## src/rtl/mpeg2_frame_sched.sv

```systemverilog
// Ping-pong frame-buffer scheduler: tracks ownership of two frame buffers between
// host and MPEG2 encoder core, launches the core per committed buffer, and runs a watchdog.
module mpeg2_frame_sched #(
  parameter logic [31:0] TIMEOUT = 32'd1000000
) (
  input  logic        clock,
  input  logic        reset,
  input  logic [7:0]  addr,
  input  logic        rd_en,
  input  logic        wr_en,
  input  logic [31:0] dataIn,
  output logic [31:0] dataOut,
  output logic        enc_start,
  output logic        enc_buf_sel,
  output logic        enc_abort,
  input  logic        enc_done,
  output logic        irq
);

  typedef enum logic [1:0] {
    IDLE  = 2'd0,
    START = 2'd1,
    RUN   = 2'd2,
    ERR   = 2'd3
  } state_t;

  localparam logic [1:0] BUF_EMPTY = 2'd0;
  localparam logic [1:0] BUF_FULL  = 2'd1;
  localparam logic [1:0] BUF_BUSY  = 2'd2;

  state_t      state_reg;
  logic        hbuf_reg;
  logic        ebuf_reg;
  logic        enable_reg;
  logic        irq_en_reg;
  logic        overflow_reg;
  logic        timeout_reg;
  logic        irq_pend_reg;
  logic        enc_start_reg;
  logic        enc_abort_reg;
  logic [31:0] frame_cnt_reg;
  logic [31:0] watchdog_reg;
  logic [31:0] wd_cnt_reg;
  logic [1:0]  buf_state [2];

  logic        ctrl_wr;
  logic        commit_req;
  logic        commit_ok;
  logic        clear_err;
  logic        cnt_clear;
  logic        wd_write;
  logic        start_ev;
  logic        done_ev;
  logic        expire_ev;
  logic        irq_set;
  logic [31:0] status;

  assign ctrl_wr    = wr_en && (addr == 8'h00);
  assign commit_req = ctrl_wr && dataIn[0];
  assign clear_err  = ctrl_wr && dataIn[3];
  assign cnt_clear  = wr_en && (addr == 8'h01);
  assign wd_write   = wr_en && (addr == 8'h02);
  assign commit_ok  = commit_req && (buf_state[hbuf_reg] == BUF_EMPTY);

  assign start_ev  = (state_reg == START);
  assign done_ev   = (state_reg == RUN) && enc_done;
  // >= rather than == so a watchdog shrunk mid-frame still fires instead of waiting for wrap
  assign expire_ev = (state_reg == RUN) && !enc_done && (watchdog_reg != 32'd0) &&
                     (wd_cnt_reg >= watchdog_reg - 32'd1);
  assign irq_set   = irq_en_reg && (done_ev || expire_ev);

  // Host commits only ever touch an EMPTY buffer and the FSM only a non-EMPTY one,
  // so both can update the pair in the same cycle without conflict.
  genvar gi;
  generate
    for (gi = 0; gi < 2; gi++) begin : g_buf
      localparam logic IDX = 1'(gi);
      logic [1:0] st_reg;

      always_ff @(posedge clock) begin
        if (reset) begin
          st_reg <= BUF_EMPTY;
        end else if (commit_ok && (hbuf_reg == IDX)) begin
          st_reg <= BUF_FULL;
        end else if (ebuf_reg == IDX) begin
          if (start_ev)
            st_reg <= BUF_BUSY;
          else if (done_ev || expire_ev)
            st_reg <= BUF_EMPTY;
        end
      end

      assign buf_state[gi] = st_reg;
    end
  endgenerate

  always_ff @(posedge clock) begin
    if (reset) begin
      hbuf_reg      <= 1'b0;
      enable_reg    <= 1'b0;
      irq_en_reg    <= 1'b0;
      overflow_reg  <= 1'b0;
      timeout_reg   <= 1'b0;
      irq_pend_reg  <= 1'b0;
      frame_cnt_reg <= 32'd0;
      watchdog_reg  <= TIMEOUT;
    end else begin
      if (commit_ok)
        hbuf_reg <= ~hbuf_reg;
      if (ctrl_wr) begin
        enable_reg <= dataIn[1];
        irq_en_reg <= dataIn[2];
      end
      // Clears first so a same-cycle set takes priority
      if (clear_err) begin
        overflow_reg <= 1'b0;
        timeout_reg  <= 1'b0;
        irq_pend_reg <= 1'b0;
      end
      if (commit_req && !commit_ok)
        overflow_reg <= 1'b1;
      if (expire_ev)
        timeout_reg <= 1'b1;
      if (irq_set)
        irq_pend_reg <= 1'b1;
      if (cnt_clear)
        frame_cnt_reg <= 32'd0;
      else if (done_ev)
        frame_cnt_reg <= frame_cnt_reg + 32'd1;
      if (wd_write)
        watchdog_reg <= dataIn;
    end
  end

  always_ff @(posedge clock) begin
    if (reset) begin
      state_reg     <= IDLE;
      ebuf_reg      <= 1'b0;
      wd_cnt_reg    <= 32'd0;
      enc_start_reg <= 1'b0;
      enc_abort_reg <= 1'b0;
    end else begin
      enc_start_reg <= 1'b0;
      enc_abort_reg <= 1'b0;
      case (state_reg)
        IDLE: begin
          if (enable_reg && (buf_state[ebuf_reg] == BUF_FULL)) begin
            state_reg     <= START;
            enc_start_reg <= 1'b1;
          end
        end
        START: begin
          state_reg  <= RUN;
          wd_cnt_reg <= 32'd0;
        end
        RUN: begin
          if (done_ev) begin
            state_reg <= IDLE;
            ebuf_reg  <= ~ebuf_reg;
          end else if (expire_ev) begin
            state_reg     <= ERR;
            ebuf_reg      <= ~ebuf_reg;
            enc_abort_reg <= 1'b1;
          end else begin
            wd_cnt_reg <= wd_cnt_reg + 32'd1;
          end
        end
        ERR: begin
          if (clear_err)
            state_reg <= IDLE;
        end
        default: state_reg <= IDLE;
      endcase
    end
  end

  assign status = {18'd0, ebuf_reg, hbuf_reg, 2'd0, state_reg,
                   irq_pend_reg, timeout_reg, overflow_reg, irq_en_reg, enable_reg,
                   buf_state[1] != BUF_EMPTY, buf_state[0] != BUF_EMPTY,
                   buf_state[hbuf_reg] == BUF_EMPTY};

  always_comb begin
    dataOut = 32'd0;
    if (rd_en) begin
      case (addr)
        8'h00:   dataOut = status;
        8'h01:   dataOut = frame_cnt_reg;
        8'h02:   dataOut = watchdog_reg;
        default: dataOut = 32'd0;
      endcase
    end
  end

  assign enc_start   = enc_start_reg;
  assign enc_abort   = enc_abort_reg;
  assign enc_buf_sel = ebuf_reg;
  assign irq         = irq_pend_reg & irq_en_reg;

endmodule

```

## config.mk

```make
export PLATFORM = sky130hd
export DESIGN_NAME = mpeg2_frame_sched
export DESIGN_NICKNAME = d
export VERILOG_FILES = /design/src/rtl/mpeg2_frame_sched.sv
export SDC_FILE = /design/constraint.sdc
export NUM_CORES = 1
export LEC_CHECK = 0
export CAP_MARGIN = 20
export CORE_ASPECT_RATIO = 0.5
export CORE_UTILIZATION = 36
export CTS_CLUSTER_DIAMETER = 100
export DETAILED_ROUTE_END_ITERATION = 8
export PLACE_DENSITY_LB_ADDON = 0.08
export REMOVE_ABC_BUFFERS = 1
export SLEW_MARGIN = 20
export SYNTH_ARGS = -nofsm -noshare
export SYNTH_HDL_FRONTEND = slang
export SYNTH_SLANG_ARGS = --single-unit
export TNS_END_PERCENT = 10
```

## constraint.sdc

```tcl
create_clock -name clock -period 12.32 [get_ports clock]
set_input_delay 3.696 -clock clock [delete_from_list [all_inputs] [get_ports clock]]
set_output_delay 3.696 -clock clock [all_outputs]
set_load 0.01 [all_outputs]
```

==> results of run 1 <==
## power breakdown
group	internal, mW	switching, mW	total, mW
registers	0.359	0.000398	0.359
clock network	0.147	0.161	0.308
logic	0.0171	0.0166	0.0337
total	0.523	0.178	0.701
## critical path: cells and delay by family
kind,cells,cell delay (ps)
buf+inv,2,1420
compound gates,1,180
simple gates,3,1770
## cells by family (layout without fill, tap and decap cells)
| logic type | count (synthesis) | after routing | share of synthesized area (%) |
|---|---|---|---|
| compound gates | 162 | 162 | 15.1 |
| xor+xnor | 54 | 54 | 6.87 |
| fa+ha+maj | 40 | 40 | 7.27 |
| buf+inv | 69 | 116 | 4.05 |
| flops | 111 | 111 | 32.3 |
| mux | 36 | 36 | 5.23 |
| simple gates | 421 | 421 | 29.2 |
## cells in the mapped netlist, types with 2 or more instances
| cell type | number | area (sq um) |
|---|---|---|
| sky130_fd_sc_hd__nand2_1 | 136 | 510 |
| sky130_fd_sc_hd__nor2_1 | 119 | 447 |
| sky130_fd_sc_hd__dfxtp_1 | 111 | 2220 |
| sky130_fd_sc_hd__a21oi_1 | 69 | 345 |
| sky130_fd_sc_hd__clkbuf_1 | 44 | 165 |
| sky130_fd_sc_hd__ha_1 | 40 | 500 |
| sky130_fd_sc_hd__mux2i_1 | 36 | 360 |
| sky130_fd_sc_hd__nand2b_1 | 28 | 175 |
| sky130_fd_sc_hd__xnor2_1 | 27 | 236 |
| sky130_fd_sc_hd__xor2_1 | 27 | 236 |
| sky130_fd_sc_hd__nand3_1 | 25 | 125 |
| sky130_fd_sc_hd__nand4_1 | 25 | 156 |
| sky130_fd_sc_hd__a22oi_1 | 21 | 158 |
| sky130_fd_sc_hd__or3_1 | 18 | 113 |
| sky130_fd_sc_hd__inv_1 | 17 | 63.8 |
| sky130_fd_sc_hd__o211ai_1 | 13 | 97.6 |
| sky130_fd_sc_hd__o21ai_0 | 13 | 65.1 |
| sky130_fd_sc_hd__and3_1 | 12 | 75.1 |
| sky130_fd_sc_hd__nor4_1 | 12 | 75.1 |
| sky130_fd_sc_hd__o2111ai_1 | 12 | 105 |
| sky130_fd_sc_hd__nor3_1 | 11 | 55.1 |
| sky130_fd_sc_hd__and2_1 | 7 | 43.8 |
| sky130_fd_sc_hd__o31ai_1 | 6 | 45.0 |
| sky130_fd_sc_hd__a211oi_1 | 5 | 37.5 |
| sky130_fd_sc_hd__a21o_1 | 5 | 37.5 |
| sky130_fd_sc_hd__nor2b_1 | 5 | 31.3 |
| sky130_fd_sc_hd__or4_1 | 5 | 37.5 |
| sky130_fd_sc_hd__a31oi_1 | 4 | 25.0 |
| sky130_fd_sc_hd__and4_1 | 4 | 35.0 |
| sky130_fd_sc_hd__buf_1 | 4 | 15.0 |
| sky130_fd_sc_hd__o41ai_1 | 4 | 35.0 |
| sky130_fd_sc_hd__nand3b_1 | 3 | 22.5 |
| sky130_fd_sc_hd__a221oi_1 | 2 | 17.5 |
| sky130_fd_sc_hd__a32o_1 | 2 | 20.0 |
| sky130_fd_sc_hd__and4b_1 | 2 | 20.0 |
| sky130_fd_sc_hd__buf_6 | 2 | 22.5 |
| sky130_fd_sc_hd__nor3b_1 | 2 | 15.0 |
| sky130_fd_sc_hd__or4_4 | 2 | 22.5 |
## worst min-delay path by stage
stage	end	depth (start not counted)
detailed placement	timeout_reg	2
floorplan	timeout_reg	2
global route	timeout_reg	2
global placement	timeout_reg	2
CTS	timeout_reg	2
finish	timeout_reg	2
## metal layers
layer / global-route usage, % / up-vias / wire [um]
met5: 0 / - / 0
met4: 3.94 / 0 / 166
met3: 3.86 / 15 / 809
met2: 29.3 / 115 / 7990
met1: 32.8 / 3016 / 11200
li1: - / 3245 / -
## cells in the final DEF (no fill, tap or decap), types with 9 or more instances in the layout
cell / instances
sky130_fd_sc_hd__inv_1: 17
sky130_fd_sc_hd__a22oi_1: 21
sky130_fd_sc_hd__and3_1: 12
sky130_fd_sc_hd__or3_1: 18
sky130_fd_sc_hd__a21oi_1: 68
sky130_fd_sc_hd__o21ai_0: 13
sky130_fd_sc_hd__mux2i_1: 36
sky130_fd_sc_hd__nor3_1: 11
sky130_fd_sc_hd__nor4_1: 12
sky130_fd_sc_hd__o2111ai_1: 12
sky130_fd_sc_hd__xor2_1: 27
sky130_fd_sc_hd__xnor2_1: 27
sky130_fd_sc_hd__ha_1: 40
sky130_fd_sc_hd__dfxtp_1: 111
sky130_fd_sc_hd__clkbuf_16: 9
sky130_fd_sc_hd__nand2b_1: 28
sky130_fd_sc_hd__nand4_1: 25
sky130_fd_sc_hd__nor2_1: 119
sky130_fd_sc_hd__nand3_1: 25
sky130_fd_sc_hd__nand2_1: 134
sky130_fd_sc_hd__o211ai_1: 13
sky130_fd_sc_hd__clkdlybuf4s50_1: 80
## cell type report
type / count / share of cell area, %
inverter: 17 / 0.782
clock inverter: 7 / 0.996
multi-input combinational: 713 / 53.9
clock buffer: 9 / 2.76
tap: 259 / 3.97
sequential: 111 / 27.2
timing repair buffer: 83 / 10.3
## per-stage QoR
stage | hold slack, ps | std cells
global placement | 454 | 1182
detailed placement | 455 | 1183
CTS | 470 | 1199
global route | 500 | 1199
floorplan | 430 | 841
finish | 469 | 1199
==> results.yml, run 1 <==
run_status:
  outcome: "finished clean"
synth:
  netlist_area_sq_um: 6890
  syn_inst: 893
  yosysSeqAreaShare_pct: 32.3
  ys_ff_latch: 111
  synth_enable_flop_cells: 0
  synth_cell_type_count: 51
  synthesis.yosys.warnings: 0
  synth-async-reset-ratio_pct: 0
  synth_ff_type: "sky130_fd_sc_hd__dfxtp_1"
  syn_area_per_cell_sq_um: 7.71
setup_path:
  setup.reg_to_reg.worst_slack_ps: 6860
  timing_worst_setup_path_type: "input pin to output port"
  cp_data_arrival_time_ps: 7080
  worstPathCellList: "clkdlybuf4s50_1 -> nor2b_1 -> and3_1 -> a22oi_1 -> nor2_1 -> clkdlybuf4s50_1"
  rr_startpoint: "watchdog_reg[2]"
  end_kind: "output port"
  worstSetupStartpoint: "addr[1]"
  critPathCapture: "dataOut[18]"
  number_of_cells_traversed_by_the_worst_register_to_register_path: 14
  crit_fanout: 21
  start_kind: "input pin"
  cpMaxStageDelayCell: "sky130_fd_sc_hd__clkdlybuf4s50_1"
  crit_path_max_incr_delay_ps: 870
  cp_data_required_time_ps: 8620
  timing.critical_path.mode_cell: "sky130_fd_sc_hd__clkdlybuf4s50_1"
  rr_endpoint: "wd_cnt_reg[13]"
global_route:
  grt_pass1_wl_um: 32100
  antenna_found_initial: 0
  grt_overflow_total: 0
  grt_use_total_pct: 21.0
  grt_start_max_net_pins: 43
  number_of_global_route_vias_before_repair: 5783
drt:
  drcViolationCount: 0
  final_antenna_violating_net_count: 0
  routed_wl_um: 20200
  via_count: 6391
  routed_via_density: 5.33
  dr.pass1.iters: 4
  first_iteration_detailed_routing_drc_count: 415
  routedWlPerCell_um: 16.8
finish:
  n_fill_cell: 1940
  post-route-util_pct: 44.0
  num-nets-final: 1020
  area.growth.synth_to_final_pct: 18.5
  sequential_cell_area_sq_um: 2220
  multi_input_comb_area_sq_um: 4400
  drive_gt1_share_pct: 2.98
  stdcell_area_sq_um: 8160
  antenna-diode-count: 0
die:
  initial_utilization_pct: 37.1
  rows: 35
  fp.dieW_um: 198
  floorplan.die.height_um: 99.8
  fp.dieArea_sq_um: 19700
  floorplan.io_pins: 81
  floorplan.core_area_sq_um: 18600
worst_hold_path:
  hold_start: "timeout_reg"
  hp-class: "flip-flop to flip-flop"
clock_network:
  postCtsSetupBuffers: 0
  clock_latency_ps: 370
  resized_after_cts: 0
  level_count_of_the_clock_h_tree: 3
  cts_inserted_buffers: 9
  tritoncts: "yes"
  cts.path.max_buffers: 2
  clk_transition_reported_paths_ps: 80
  cts-hold-fix-buffers: 0
  clockRootBuffer: "sky130_fd_sc_hd__clkbuf_16"
  cts_num_sinks: 111
place:
  post_dp_cell_area_sq_um: 7850
  preCtsSetupSlack_ps: 1530
  gp_congestion: 0.803
  hpwl_dp_um: 15100
  count_of_buffers_inserted_at_the_top_level_ports: 80
timing:
  final-hold-violation-count: 0
  totalNegativeSetupSlack_ps: 0
  rsz0062_at_grt: "false"
  timing_worst_slew_pin_value_ps: 985
  fmaxAchievable_mhz: 92.8
  fin_crit_sh_pct: 87.4
  final.setup_skew_ps: 13.9
  finalSetupViolCount: 0
  finalWorstSetupSlack_ps: 1550
  finalWorstPathRequiredPeriod_ps: 10770
  max-slew-margin-rel_pct: 34.0
  final-max-slew-violation-count: 0
power:
  power.leakage_nw: 2.92
  p_per_area_nw_per_um2: 85.8
  fin_total_pwr_mw: 0.701
  vdd_drop_max_mv: 0.0626
job:
  max_cap_viol_count: 0
Note: power is estimated with default switching activity, not from simulation.
==> inputs of run 2 (changes only) <==
--- a/config.mk
+++ b/config.mk
@@ -7,9 +7,11 @@
 export LEC_CHECK = 0
 export CAP_MARGIN = 20
 export CORE_ASPECT_RATIO = 0.5
+export CORE_MARGIN = 8
 export CORE_UTILIZATION = 36
 export CTS_CLUSTER_DIAMETER = 100
 export DETAILED_ROUTE_END_ITERATION = 8
+export DONT_BUFFER_PORTS = 1
 export PLACE_DENSITY_LB_ADDON = 0.08
 export REMOVE_ABC_BUFFERS = 1
 export SLEW_MARGIN = 20
==> run 2 against run 1 <==
Effect of this change: combinational power is 61% lower; utilization shrank 4.4 points; critical path type unchanged; worst setup slack improved by 1500 ps; non-clock buffer count shrank 79; largest power group unchanged.
==> results.yml, run 2 (same netlist as run 1, synthesis figures left out) <==
run_status:
  outcome: "finished clean"
worst_hold_path:
  hp-class: "flip-flop to flip-flop"
power:
  p_per_area_nw_per_um2: 91.1
  vdd_drop_max_mv: 0.0630
  power.leakage_nw: 2.62
drt:
  final_antenna_violating_net_count: 0
  drcViolationCount: 0
  via_count: 6014
  routedWlPerCell_um: 17.8
  routed_wl_um: 19900
  routed_via_density: 5.37
  first_iteration_detailed_routing_drc_count: 525
  dr.pass1.iters: 6
finish:
  drive_gt1_share_pct: 3.25
  layout.cells.most_common_list: "135 x sky130_fd_sc_hd__nand2_1, 119 x sky130_fd_sc_hd__nor2_1, 111 x sky130_fd_sc_hd__dfxtp_1"
  antenna-diode-count: 0
  sequential_cell_area_sq_um: 2220
  instances_no_fill: 1120
  area.growth.synth_to_final_pct: 6.65
  n_fill_cell: 1977
  mostFrequentLayoutCell: "sky130_fd_sc_hd__nand2_1"
  num-nets-final: 941
  stdcell_area_sq_um: 7350
  multi_input_comb_area_sq_um: 4400
die:
  floorplan.die.height_um: 114
  fp.dieW_um: 212
  fp.dieArea_sq_um: 24100
  initial_utilization_pct: 37.1
  floorplan.core_area_sq_um: 18600
  floorplan.io_pins: 81
  rows: 35
clock_network:
  tritoncts: "yes"
  clk_transition_reported_paths_ps: 80
  cts.path.max_buffers: 2
  cts_inserted_buffers: 9
  cts-hold-fix-buffers: 0
  level_count_of_the_clock_h_tree: 3
  postCtsSetupBuffers: 0
  clock_latency_ps: 360
  cts_num_sinks: 111
  resized_after_cts: 0
  clockRootBuffer: "sky130_fd_sc_hd__clkbuf_16"
global_route:
  grt_overflow_total: 0
  grt_pass1_wl_um: 31800
  number_of_global_route_vias_before_repair: 5679
  grt_use_total_pct: 16.6
  grt_start_max_net_pins: 51
  antenna_found_initial: 0
timing:
  fmaxAchievable_mhz: 108
  timing_worst_slew_pin_value_ps: 960
  finalWorstSetupSlack_ps: 3050
  rsz0062_at_grt: "false"
  finalWorstPathRequiredPeriod_ps: 9270
  totalNegativeSetupSlack_ps: 0
  fin_crit_sh_pct: 75.2
  max-slew-margin-rel_pct: 35.7
  final-max-slew-violation-count: 0
  final-hold-violation-count: 0
  final.setup_skew_ps: 12.2
  finalSetupViolCount: 0
place:
  post_dp_cell_area_sq_um: 7040
  hpwl_dp_um: 15200
  preCtsSetupSlack_ps: 3030
  gp_congestion: 0.799
  count_of_buffers_inserted_at_the_top_level_ports: 0
  placed_instances: 1104
setup_path:
  timing_worst_setup_path_type: "input pin to output port"
  crit_fanout: 22
  cp_data_required_time_ps: 8620
  cp_data_arrival_time_ps: 5570
  start_kind: "input pin"
  end_kind: "output port"
job:
  max_cap_viol_count: 0
## run 2: cell count changes in the layout (fill, tap and decap cells not counted), sizes merged
cell           previous run  this run
buf                       3         4
clkdlybuf4s50            80         0
clkinv                    1         3
clkinvlp                  0         1
inv                      23        20
## run 2: metal layers
| metal | track usage (%) | vias up | wire [um] |
|---|---|---|---|
| met3 | 4.13 | 13 | 985 |
| met5 | 0 | - | 0 |
| met2 | 24.4 | 106 | 8400 |
| li1 | - | 3078 | - |
| met1 | 23.9 | 2817 | 10400 |
| met4 | 3.59 | 0 | 171 |
## run 2: layout make-up
| class | count | area share [%] |
|---|---|---|
| flip-flops and latches | 111 | 30.3 |
| repair buffers | 4 | 0.409 |
| well taps | 259 | 4.41 |
| clock buffers | 9 | 3.07 |
| multi-input cells | 713 | 60.0 |
| clock inverters | 7 | 1.04 |
| inverters | 17 | 0.869 |
## run 2: stage by stage
stage / utilization, % / hold slack, ps / power [mW]
6_report: 39.6 / 465 / 0.669
5_1_grt: 39.6 / 502 / 0.695
4_1_cts: 39.5 / 467 / 0.679
3_5_place_dp: 37.9 / 452 / 0.381
3_3_place_gp: 37.9 / 455 / 0.380
2_1_floorplan: - / 430 / 0.377
## run 2: report_power, final
group	internal, mW	total [mW]	switching (mW)	leakage, nW
sequential	0.359	0.359	0.000389	0.894
combinational	0.00410	0.0131	0.00902	1.58
clock	0.144	0.297	0.153	0.145
## run 2: worst max-delay path: stages
cell                      delay (ps)
sky130_fd_sc_hd__nor4_1          510
sky130_fd_sc_hd__and4b_1         880
sky130_fd_sc_hd__a22oi_1         220
sky130_fd_sc_hd__nor2_1          270
## run 2: worst paths after layout
kind	from	to	slack [ps]	cells after the start
max reg2reg	watchdog_reg[2]	g_buf[0].st_reg[0]	6870	15
max	addr[5]	dataOut[17]	3050	4
min	timeout_reg	timeout_reg	470	2
min reg2reg	timeout_reg	timeout_reg	470	2
==> inputs of run 3 (changes only) <==
==> constraint.sdc (replaced) <==
create_clock -name clock -period 7.6 [get_ports clock]
set_input_delay 2.28 -clock clock [delete_from_list [all_inputs] [get_ports clock]]
set_output_delay 2.28 -clock clock [all_outputs]
set_load 0.01 [all_outputs]
==> run 3 against run 2 <==
Effect of this change: flip-flop and latch count unchanged; combinational power grew 76%; critical path depth is the same; die area unchanged; first-iteration DRC count is 18% lower; utilization up 0.16 points; register-to-register slack got worse by 4700 ps; clock-buffer cell count did not move; power up 64%; cell count hardly changed.
==> results.yml, run 3 (same netlist as run 1, synthesis figures left out) <==
power:
  p_per_area_nw_per_um2: 149
  power_frac_comb_pct: 2.1
  power.net_switching_mw: 0.271
  fin_total_pwr_mw: 1.10
  switching_share_pct: 24.7
  power.leakage_nw: 2.63
  power.share.clock_pct: 44.9
  p_int_mw: 0.826
  vdd_drop_max_mv: 0.113
  pwr-share-seq_pct: 53.0
worst_hold_path:
  hold_start: "timeout_reg"
  hp-class: "flip-flop to flip-flop"
clock_network:
  cts_num_sinks: 111
  level_count_of_the_clock_h_tree: 3
  cts.path.max_buffers: 2
  cts_inserted_buffers: 9
  clockRootBuffer: "sky130_fd_sc_hd__clkbuf_16"
  clock_latency_ps: 360
  clk_transition_reported_paths_ps: 80
  tritoncts: "yes"
  postCtsSetupBuffers: 0
  resized_after_cts: 0
  cts-hold-fix-buffers: 0
die:
  floorplan.core_area_sq_um: 18600
  rows: 35
  fp.dieArea_sq_um: 24100
  fp.dieW_um: 212
  floorplan.io_pins: 81
  floorplan.die.height_um: 114
  initial_utilization_pct: 37.1
drt:
  dr.pass1.iters: 5
  routedWlPerCell_um: 18.3
  drcViolationCount: 0
  routed_via_density: 5.44
  first_iteration_detailed_routing_drc_count: 432
  final_antenna_violating_net_count: 0
  via_count: 6089
  routed_wl_um: 20500
job:
  max_cap_viol_count: 0
setup_path:
  cp_data_required_time_ps: 5320
  cp.buffers_inverters: 0
  end_kind: "output port"
  worstSetupStartpoint: "addr[5]"
  rr_startpoint: "watchdog_reg[2]"
  cpLargestDelayFamily: "simple AND/OR/NAND/NOR gates"
  crit_fanout: 20
  crit_path_max_incr_delay_ps: 560
  worstPathCellList: "nor4_1 -> nand3_1 -> a21o_1 -> nor2_1"
  start_kind: "input pin"
  cpMaxStageDelayCell: "sky130_fd_sc_hd__a21o_1"
  timing_worst_setup_path_type: "input pin to output port"
  cp_data_arrival_time_ps: 4160
timing:
  rsz0062_at_grt: "false"
  timing_worst_slew_pin_value_ps: 953
  final.setup_skew_ps: 10.6
  final-hold-violation-count: 0
  fmaxAchievable_mhz: 155
  final-max-slew-violation-count: 0
  max-slew-margin-rel_pct: 36.5
  finalWorstPathRequiredPeriod_ps: 6440
  fin_crit_sh_pct: 84.8
  final.hold.worst_slack_ps: 472
  finalSetupViolCount: 0
  totalNegativeSetupSlack_ps: 0
finish:
  instances_no_fill: 1119
  n_fill_cell: 1972
  antenna-diode-count: 0
  area.growth.synth_to_final_pct: 7.08
  num-nets-final: 940
  layout.cells.most_common_list: "134 x sky130_fd_sc_hd__nand2_1, 119 x sky130_fd_sc_hd__nor2_1, 111 x sky130_fd_sc_hd__dfxtp_1"
  mostFrequentLayoutCell: "sky130_fd_sc_hd__nand2_1"
  drive_gt1_share_pct: 3.26
place:
  placed_instances: 1103
  hpwl_dp_um: 15400
  gp_congestion: 0.797
  count_of_buffers_inserted_at_the_top_level_ports: 0
global_route:
  grt_pass1_wl_um: 32700
  grt_use_total_pct: 16.9
  grt_start_max_net_pins: 43
  grt_overflow_total: 0
  antenna_found_initial: 0
  number_of_global_route_vias_before_repair: 5810
run_status:
  outcome: "finished clean"
==> run 3: cell count changes in the layout (fill, tap and decap cells not counted), sizes merged <==
cell      previous run  this run
clkinvlp             1         0
buf                  4         3
clkinv               3         4
==> run 3: area by class of cell <==
| cell class | instances | area [sq um] | area share [%] |
|---|---|---|---|
| clock buffer | 9 | 225 | 3.05 |
| clock inverter | 7 | 83.8 | 1.14 |
| inverter | 17 | 63.8 | 0.865 |
| multi-input combinational | 713 | 4410 | 59.7 |
| sequential | 111 | 2220 | 30.1 |
| tap | 259 | 324 | 4.39 |
| timing repair buffer | 3 | 50.0 | 0.679 |
==> run 3: worst reg2reg max path: stages, from the launching register on <==
cell and delay [ps]:
sky130_fd_sc_hd__dfxtp_1 410, sky130_fd_sc_hd__or4_4 610, sky130_fd_sc_hd__nor4_1 610, sky130_fd_sc_hd__nand3b_1 250
sky130_fd_sc_hd__nor4_1 680, sky130_fd_sc_hd__nor2b_1 240, sky130_fd_sc_hd__xnor2_1 160, sky130_fd_sc_hd__ha_1 260
sky130_fd_sc_hd__and3_1 220, sky130_fd_sc_hd__a221o_1 310, sky130_fd_sc_hd__a221oi_1 290, sky130_fd_sc_hd__o211ai_1 180
sky130_fd_sc_hd__nor2b_2 340, sky130_fd_sc_hd__or4_1 640, sky130_fd_sc_hd__mux2i_1 130
==> run 3: routing by layer <==
metal	part of all wire, %	wire length [um]	vias to the layer above	track usage, %
met5	0	0	-	0
met4	0.63	129	0	2.86
met3	4.5	924	13	3.72
met2	42	8580	86	25.1
met1	53	10900	2905	24.9
li1	-	-	3085	-
==> run 3: power by group through the flow <==
stage	sequential (mW)	combinational, mW	clock, mW
after floorplan	0.595	0.0162	0
after global placement	0.596	0.0209	0
after detailed placement	0.596	0.0233	0
after CTS	0.582	0.0232	0.506
after global routing	0.582	0.0256	0.529
final	0.582	0.0230	0.493
==> run 3: final timing paths <==
| check | end | slack [ps] | cells past startpoint |
|---|---|---|---|
| max | dataOut[28] | 1160 | 4 |
| min | timeout_reg | 470 | 2 |
| max reg2reg | wd_cnt_reg[13] | 2170 | 14 |
| min reg2reg | timeout_reg | 470 | 2 |
==> run 3: through the flow <==
step                utilization (%)  area, sq um  setup WS (ps)
detailed placement             38.0         7060           1140
finish                         39.7         7380           1160
global route                   39.7         7380            953
CTS                            39.7         7370           1150
global placement               37.8         7020           1190
floorplan                         -         6670           1680
